File: config.mk
export PLATFORM = sky130hd
export DESIGN_NAME = dsp_post_adder_acc
export DESIGN_NICKNAME = d
export VERILOG_FILES = /design/src/rtl/dsp_post_adder_acc.sv
export SDC_FILE = /design/constraint.sdc
export NUM_CORES = 1
export LEC_CHECK = 0
export ABC_AREA = 0
export BUFFER_PORTS_ARGS = -buffer_cell sky130_fd_sc_hd__clkbuf_2
export CELL_PAD_IN_SITES_DETAIL_PLACEMENT = 0
export CELL_PAD_IN_SITES_GLOBAL_PLACEMENT = 2
export CORE_ASPECT_RATIO = 0.75
export CORE_UTILIZATION = 34
export CTS_CLUSTER_DIAMETER = 80
export DETAILED_ROUTE_END_ITERATION = 12
export GPL_TIMING_DRIVEN = 1
export PLACE_DENSITY_LB_ADDON = 0.1
export SYNTH_ARGS = -nofsm -noshare
export SYNTH_HDL_FRONTEND = slang
export SYNTH_SLANG_ARGS = --single-unit
File: constraint.sdc
create_clock -name clk -period 8.1 [get_ports clk]
set_input_delay 2.025 -clock clk [delete_from_list [all_inputs] [get_ports clk]]
set_output_delay 2.025 -clock clk [all_outputs]
set_load 0.01 [all_outputs]
File: src/rtl/dsp_post_adder_acc.sv
// Purpose : DSP48A1 post-adder/subtracter and P output stage (Z +/- (X + CIN)), with P feedback for MAC.
// Latency : PREG=1 -> 1 clk (P, CARRYOUT registered under cep); PREG=0 -> 0 clk (combinational).
// Backpr. : none; cep=0 freezes the P stage, and there is no valid/ready handshake.
//
// Ports:
//   clk, rst (async, active-low), cep (P-stage clock enable)
//   x_in, c_in, pcin [WIDTH]  : X operand, C operand, cascade input
//   opmode_z [2]              : Z select 0=zero 1=pcin 2=P feedback 3=c_in
//   sub, carryin              : 0 -> Z+X+CIN, 1 -> Z-(X+CIN)
//   p, pcout [WIDTH], carryout: result, cascade copy of p, bit WIDTH of the sum
//   pattern_detect            : (next p == PATTERN), present only with DSP_PATTERN_DETECT_EN
// Optional feature macro: DSP_PATTERN_DETECT_EN
module dsp_post_adder_acc #(
    parameter int                 PREG    = 1,
    parameter int                 WIDTH   = 48,
    parameter logic [WIDTH-1:0]   PATTERN = '0
) (
    input  logic             clk,
    input  logic             rst,
    input  logic             cep,
    input  logic [WIDTH-1:0] x_in,
    input  logic [WIDTH-1:0] c_in,
    input  logic [WIDTH-1:0] pcin,
    input  logic [1:0]       opmode_z,
    input  logic             sub,
    input  logic             carryin,
    output logic [WIDTH-1:0] p,
    output logic [WIDTH-1:0] pcout,
    output logic             carryout
`ifdef DSP_PATTERN_DETECT_EN
    ,
    output logic             pattern_detect
`endif
);

    logic [WIDTH-1:0] w_p_fb;   // P value seen by the Z mux when opmode_z = 2
    logic [WIDTH-1:0] w_z;
    logic [WIDTH:0]   w_sum;
    logic             w_pd;

    always_comb begin
        w_z = '0;
        case (opmode_z)
            2'd0:    w_z = '0;
            2'd1:    w_z = pcin;
            2'd2:    w_z = w_p_fb;
            default: w_z = c_in;
        endcase
    end

    // Zero-extended to WIDTH+1 so bit WIDTH is the carry (add) or borrow (subtract).
    always_comb begin
        if (sub) begin
            w_sum = {1'b0, w_z} - {1'b0, x_in} - {{WIDTH{1'b0}}, carryin};
        end else begin
            w_sum = {1'b0, w_z} + {1'b0, x_in} + {{WIDTH{1'b0}}, carryin};
        end
    end

    assign w_pd = (w_sum[WIDTH-1:0] == PATTERN);

    generate
        if (PREG != 0) begin : g_preg
            logic [WIDTH-1:0] r_p;
            logic             r_co;
            logic             r_pd;

            always_ff @(posedge clk or negedge rst) begin
                if (!rst) begin
                    r_p  <= '0;
                    r_co <= 1'b0;
                    r_pd <= 1'b0;
                end else if (cep) begin
                    r_p  <= w_sum[WIDTH-1:0];
                    r_co <= w_sum[WIDTH];
                    r_pd <= w_pd;
                end
            end

            assign p        = r_p;
            assign carryout = r_co;
            assign w_p_fb   = r_p;
`ifdef DSP_PATTERN_DETECT_EN
            assign pattern_detect = r_pd;
`else
            wire w_unused_pd = r_pd;
`endif
        end else begin : g_comb
            // Without a P register, feedback would be a combinational loop, so Z=2 selects zero.
            assign w_p_fb   = '0;
            assign p        = rst ? w_sum[WIDTH-1:0] : '0;
            assign carryout = rst ? w_sum[WIDTH]     : 1'b0;
`ifdef DSP_PATTERN_DETECT_EN
            assign pattern_detect = rst ? w_pd : 1'b0;
`else
            wire w_unused_pd = w_pd;
`endif
            wire w_unused_clk = clk ^ cep;
        end
    endgenerate

    assign pcout = p;

endmodule

==> qor.yml <==
run_status:
  status: "finished clean"
placed_design:
  pre_cts_ws_ps: 1330
  placed_area_sq_mm: 0.0113
  routabilityCongestion: 0.859
  dpl.hpwl_mm: 29.0
  portBuffers: 247
route:
  wl_mm: 36.0
  drt_iter0_markers: 833
  antenna_left: 0
  vias: 10142
  first_pass_iters: 7
  drt-wirelength-per-cell_um: 19.1
  drc: 0
  avgViaCountPerCell: 5.37
worst_setup_path:
  timing.rr.end: "p[36]$_DFFE_PN0P_"
  cp-start-kind: "primary input"
  critPathRequiredTime_ps: 8300
  cp_common_cell: "a21oi_1"
  crit_family: "compound AO/OA/AOI/OAI gates"
  cp_num_buf_inv: 4
  crit_arrival_ps: 6580
  r2r_cells: 16
  slowest_stage: "nor2b_4"
  max_stage_delay_ps: 520
  end_kind: "register"
  ff2ff_setup_slack_ps: 3670
  crit_path_max_fanout: 17
  rr_startpoint: "p[0]$_DFFE_PN0P_"
  crit_type: "primary input to register"
  worstPathCellList: "clkbuf_2 > nor2b_4 > a22oi_1 > inv_1 > fa_1 > inv_1 > fa_1 > nand2b_1 > a21oi_1 > a41oi_1 > o21ai_1 > a2111oi_0 > buf_4 > o31ai_1 > a21oi_1 > xnor2_1 > mux2i_1 > a21oi_1"
worst_hold_path:
  hold_class: "register to register"
  hold_end: "p[34]$_DFFE_PN0P_"
  holdPathStages: 1
  min_from: "p[34]$_DFFE_PN0P_"
clock_network:
  cts_tree: "built"
  cts-buffers-inserted: 5
  clock-root-buffer: "clkbuf_16"
  clkTransAtPathRegs_ps: 80
  cts_resized: 0
  clk_latency_ps: 340
  clock_sinks: 49
  postCtsSetupBuffers: 0
  cts_max_path_buffers: 2
  ctsHoldBuffers: 0
  htreeDepth: 2
timing:
  grt_setup_unrepaired: "false"
  setup_tns_ps: 0
  worst_pin_slew_ps: 1090
  slew_viol_final: 0
  clock.fmax_mhz: 157
  hold_violations: 0
  fin_crit_ps: 6380
  fin_skew_ps: 13.6
  max_slew_margin_pct: 26.7
  min_period_over_period_pct: 78.8
  setup_viol_count_final: 0
  timing.final.ws_setup_ps: 1720
floorplan:
  die_w_um: 201
  start_util_pct: 34.7
  rows: 54
  die_area_sq_mm: 0.0304
  ios: 248
  die_h_um: 151
  core_sq_mm: 0.0291
global_routing:
  grt_pass1_wl_mm: 55.9
  grt_start_max_net_pins: 72
  grt-ovfl-total: 0
  grt_pass1_vias: 9485
  grt_use_total_pct: 23.5
  antenna_found_initial: 0
synthesis:
  synthCells: 1338
  synth.net_count: 1635
  synthesis.area_sq_mm: 0.0101
  synth_edf_count: 0
  synth_cell_types: 84
  ys.flop_type: "dfrtp_1"
  synthArstFlopShare_pct: 100
  ys_ff_latch: 49
  yosysWarnings: 0
  synth_seq_area_share_pct: 12.1
  syn_area_per_cell_sq_um: 7.55
finish:
  diodes: 0
  areaGrowthSynthToFinish_pct: 13.7
  drive_above_1_share_pct: 23.4
  fin_util_pct: 39.5
  num-nets-final: 1794
  design_area_sq_mm: 0.0115
pwr:
  ir_worst_vdd_v: 0.0000919
  p_per_area_mw_per_mm2: 218
  leakage_nw: 5.66
  power.total_w: 0.00251
run:
  drv_cap: 0
==> area by class of cell <==
type	count	area [sq um]
Inverter	135	507
Timing Repair Buffer	260	1330
Clock buffer	5	125
Sequential cell	49	1230
Multi-Input combinational cell	1046	7760
Clock inverter	3	46.3
Fill cell	3143	17600
Tap cell	392	490
==> worst reg2reg max path: cells and delay by family, from the launching register on <==
family | cells | cell delay [ps]
compound gates | 7 | 2380
fa+ha+maj | 2 | 620
flops | 1 | 450
buf+inv | 3 | 430
simple gates | 3 | 250
xor+xnor | 1 | 180
==> stage by stage <==
stage	cells	hold slack, ps
after detailed placement	1882	552
after global placement	1882	547
after CTS	1890	573
after global routing	1890	613
final	1890	559
after floorplan	1338	553
==> flip-flops by register name, summed over array words and instances, names as in the netlist <==
name and count:
p 48, carryout 1
==> cells by family after synthesis <==
kind of cell             count (synthesis)  synth area share (%)
AO/OA/AOI/OAI                          443                  30.0
XOR/XNOR                                76                  6.59
adder cells (fa/ha/maj)                146                  18.4
buffers and inverters                  243                  11.1
flip-flops                              49                  12.1
multiplexers                            59                  6.44
AND/OR/NAND/NOR                        322                  15.3
==> report_power, final <==
part,internal [W],switching (W),total [W]
combinational,0.000723,0.00106,0.00178
clock,0.000148,0.000139,0.000286
sequential,0.000326,0.000112,0.000438
==> cells in the final DEF (no fill, tap or decap), types with 19 or more instances in the layout <==
master / Yosys / final
a21o_1: 38 / 38
a21oi_1: 135 / 135
a22o_1: 46 / 46
a31oi_1: 19 / 19
clkbuf_2: 0 / 246
dfrtp_1: 49 / 49
ha_1: 142 / 142
inv_1: 134 / 134
mux2_2: 48 / 48
nand2_1: 83 / 83
nand3_1: 29 / 29
nor2_1: 100 / 100
nor3_1: 22 / 22
o21ai_0: 61 / 61
xnor2_1: 41 / 41
xor2_1: 35 / 35
==> how the worst max path moves through the flow <==
stage | start | to | slack [ps] | cells past startpoint
floorplan | opmode_z[1] | p[47]$_DFFE_PN0P_ | 2050 | 16
global placement | opmode_z[1] | p[32]$_DFFE_PN0P_ | 1340 | 18
detailed placement | opmode_z[1] | p[32]$_DFFE_PN0P_ | 1330 | 18
CTS | opmode_z[1] | p[32]$_DFFE_PN0P_ | 1660 | 18
global route | opmode_z[1] | p[32]$_DFFE_PN0P_ | 1360 | 18
finish | opmode_z[1] | p[32]$_DFFE_PN0P_ | 1720 | 18
==> cell usage after synthesis (4+ instances only) <==
| master | n | share of area (%) |
|---|---|---|
| o21ai_1 | 13 | 0.64 |
| dfrtp_1 | 49 | 12 |
| o31a_1 | 4 | 0.35 |
| or3_1 | 4 | 0.25 |
| o31ai_1 | 6 | 0.45 |
| and2_1 | 9 | 0.56 |
| ha_1 | 142 | 18 |
| nand4_1 | 14 | 0.87 |
| buf_4 | 51 | 3.8 |
| a31oi_1 | 19 | 1.2 |
| nand3b_1 | 4 | 0.30 |
| nand3_1 | 29 | 1.4 |
| a21o_1 | 38 | 2.8 |
| mux2i_1 | 11 | 1.1 |
| and4_1 | 4 | 0.35 |
| xor2_1 | 35 | 3.0 |
| o21bai_1 | 12 | 0.89 |
| mux2_2 | 48 | 5.4 |
| fa_1 | 4 | 0.79 |
| a22o_1 | 46 | 4.0 |
| buf_1 | 7 | 0.26 |
| nor2_1 | 100 | 3.7 |
| o21ai_0 | 61 | 3.0 |
| a41oi_1 | 5 | 0.43 |
| o221ai_1 | 9 | 0.78 |
| buf_2 | 10 | 0.50 |
| a311oi_1 | 4 | 0.35 |
| nor2b_1 | 13 | 0.81 |
| a21oi_1 | 135 | 6.7 |
| o21a_1 | 14 | 1.0 |
| clkbuf_1 | 39 | 1.4 |
| a211oi_1 | 8 | 0.59 |
| inv_1 | 134 | 5.0 |
| o22ai_1 | 6 | 0.37 |
| a21oi_2 | 6 | 0.52 |
| xnor2_1 | 41 | 3.6 |
| o211ai_1 | 14 | 1.0 |
| nand2_1 | 83 | 3.1 |
| a211o_1 | 4 | 0.35 |
| nor3_1 | 22 | 1.1 |
| and3_1 | 13 | 0.81 |
| nand2b_1 | 11 | 0.68 |
==> metal layers <==
| layer | track usage [%] | routed length (um) | vias to the layer above |
|---|---|---|---|
| met5 | 0 | 0 | - |
| met4 | 3.47 | 275 | 0 |
| met3 | 2.30 | 1570 | 14 |
| met2 | 33.3 | 14200 | 266 |
| met1 | 37.9 | 20000 | 4803 |
| li1 | - | - | 5059 |
No activity file was read; power rests on OpenSTA's default activity.
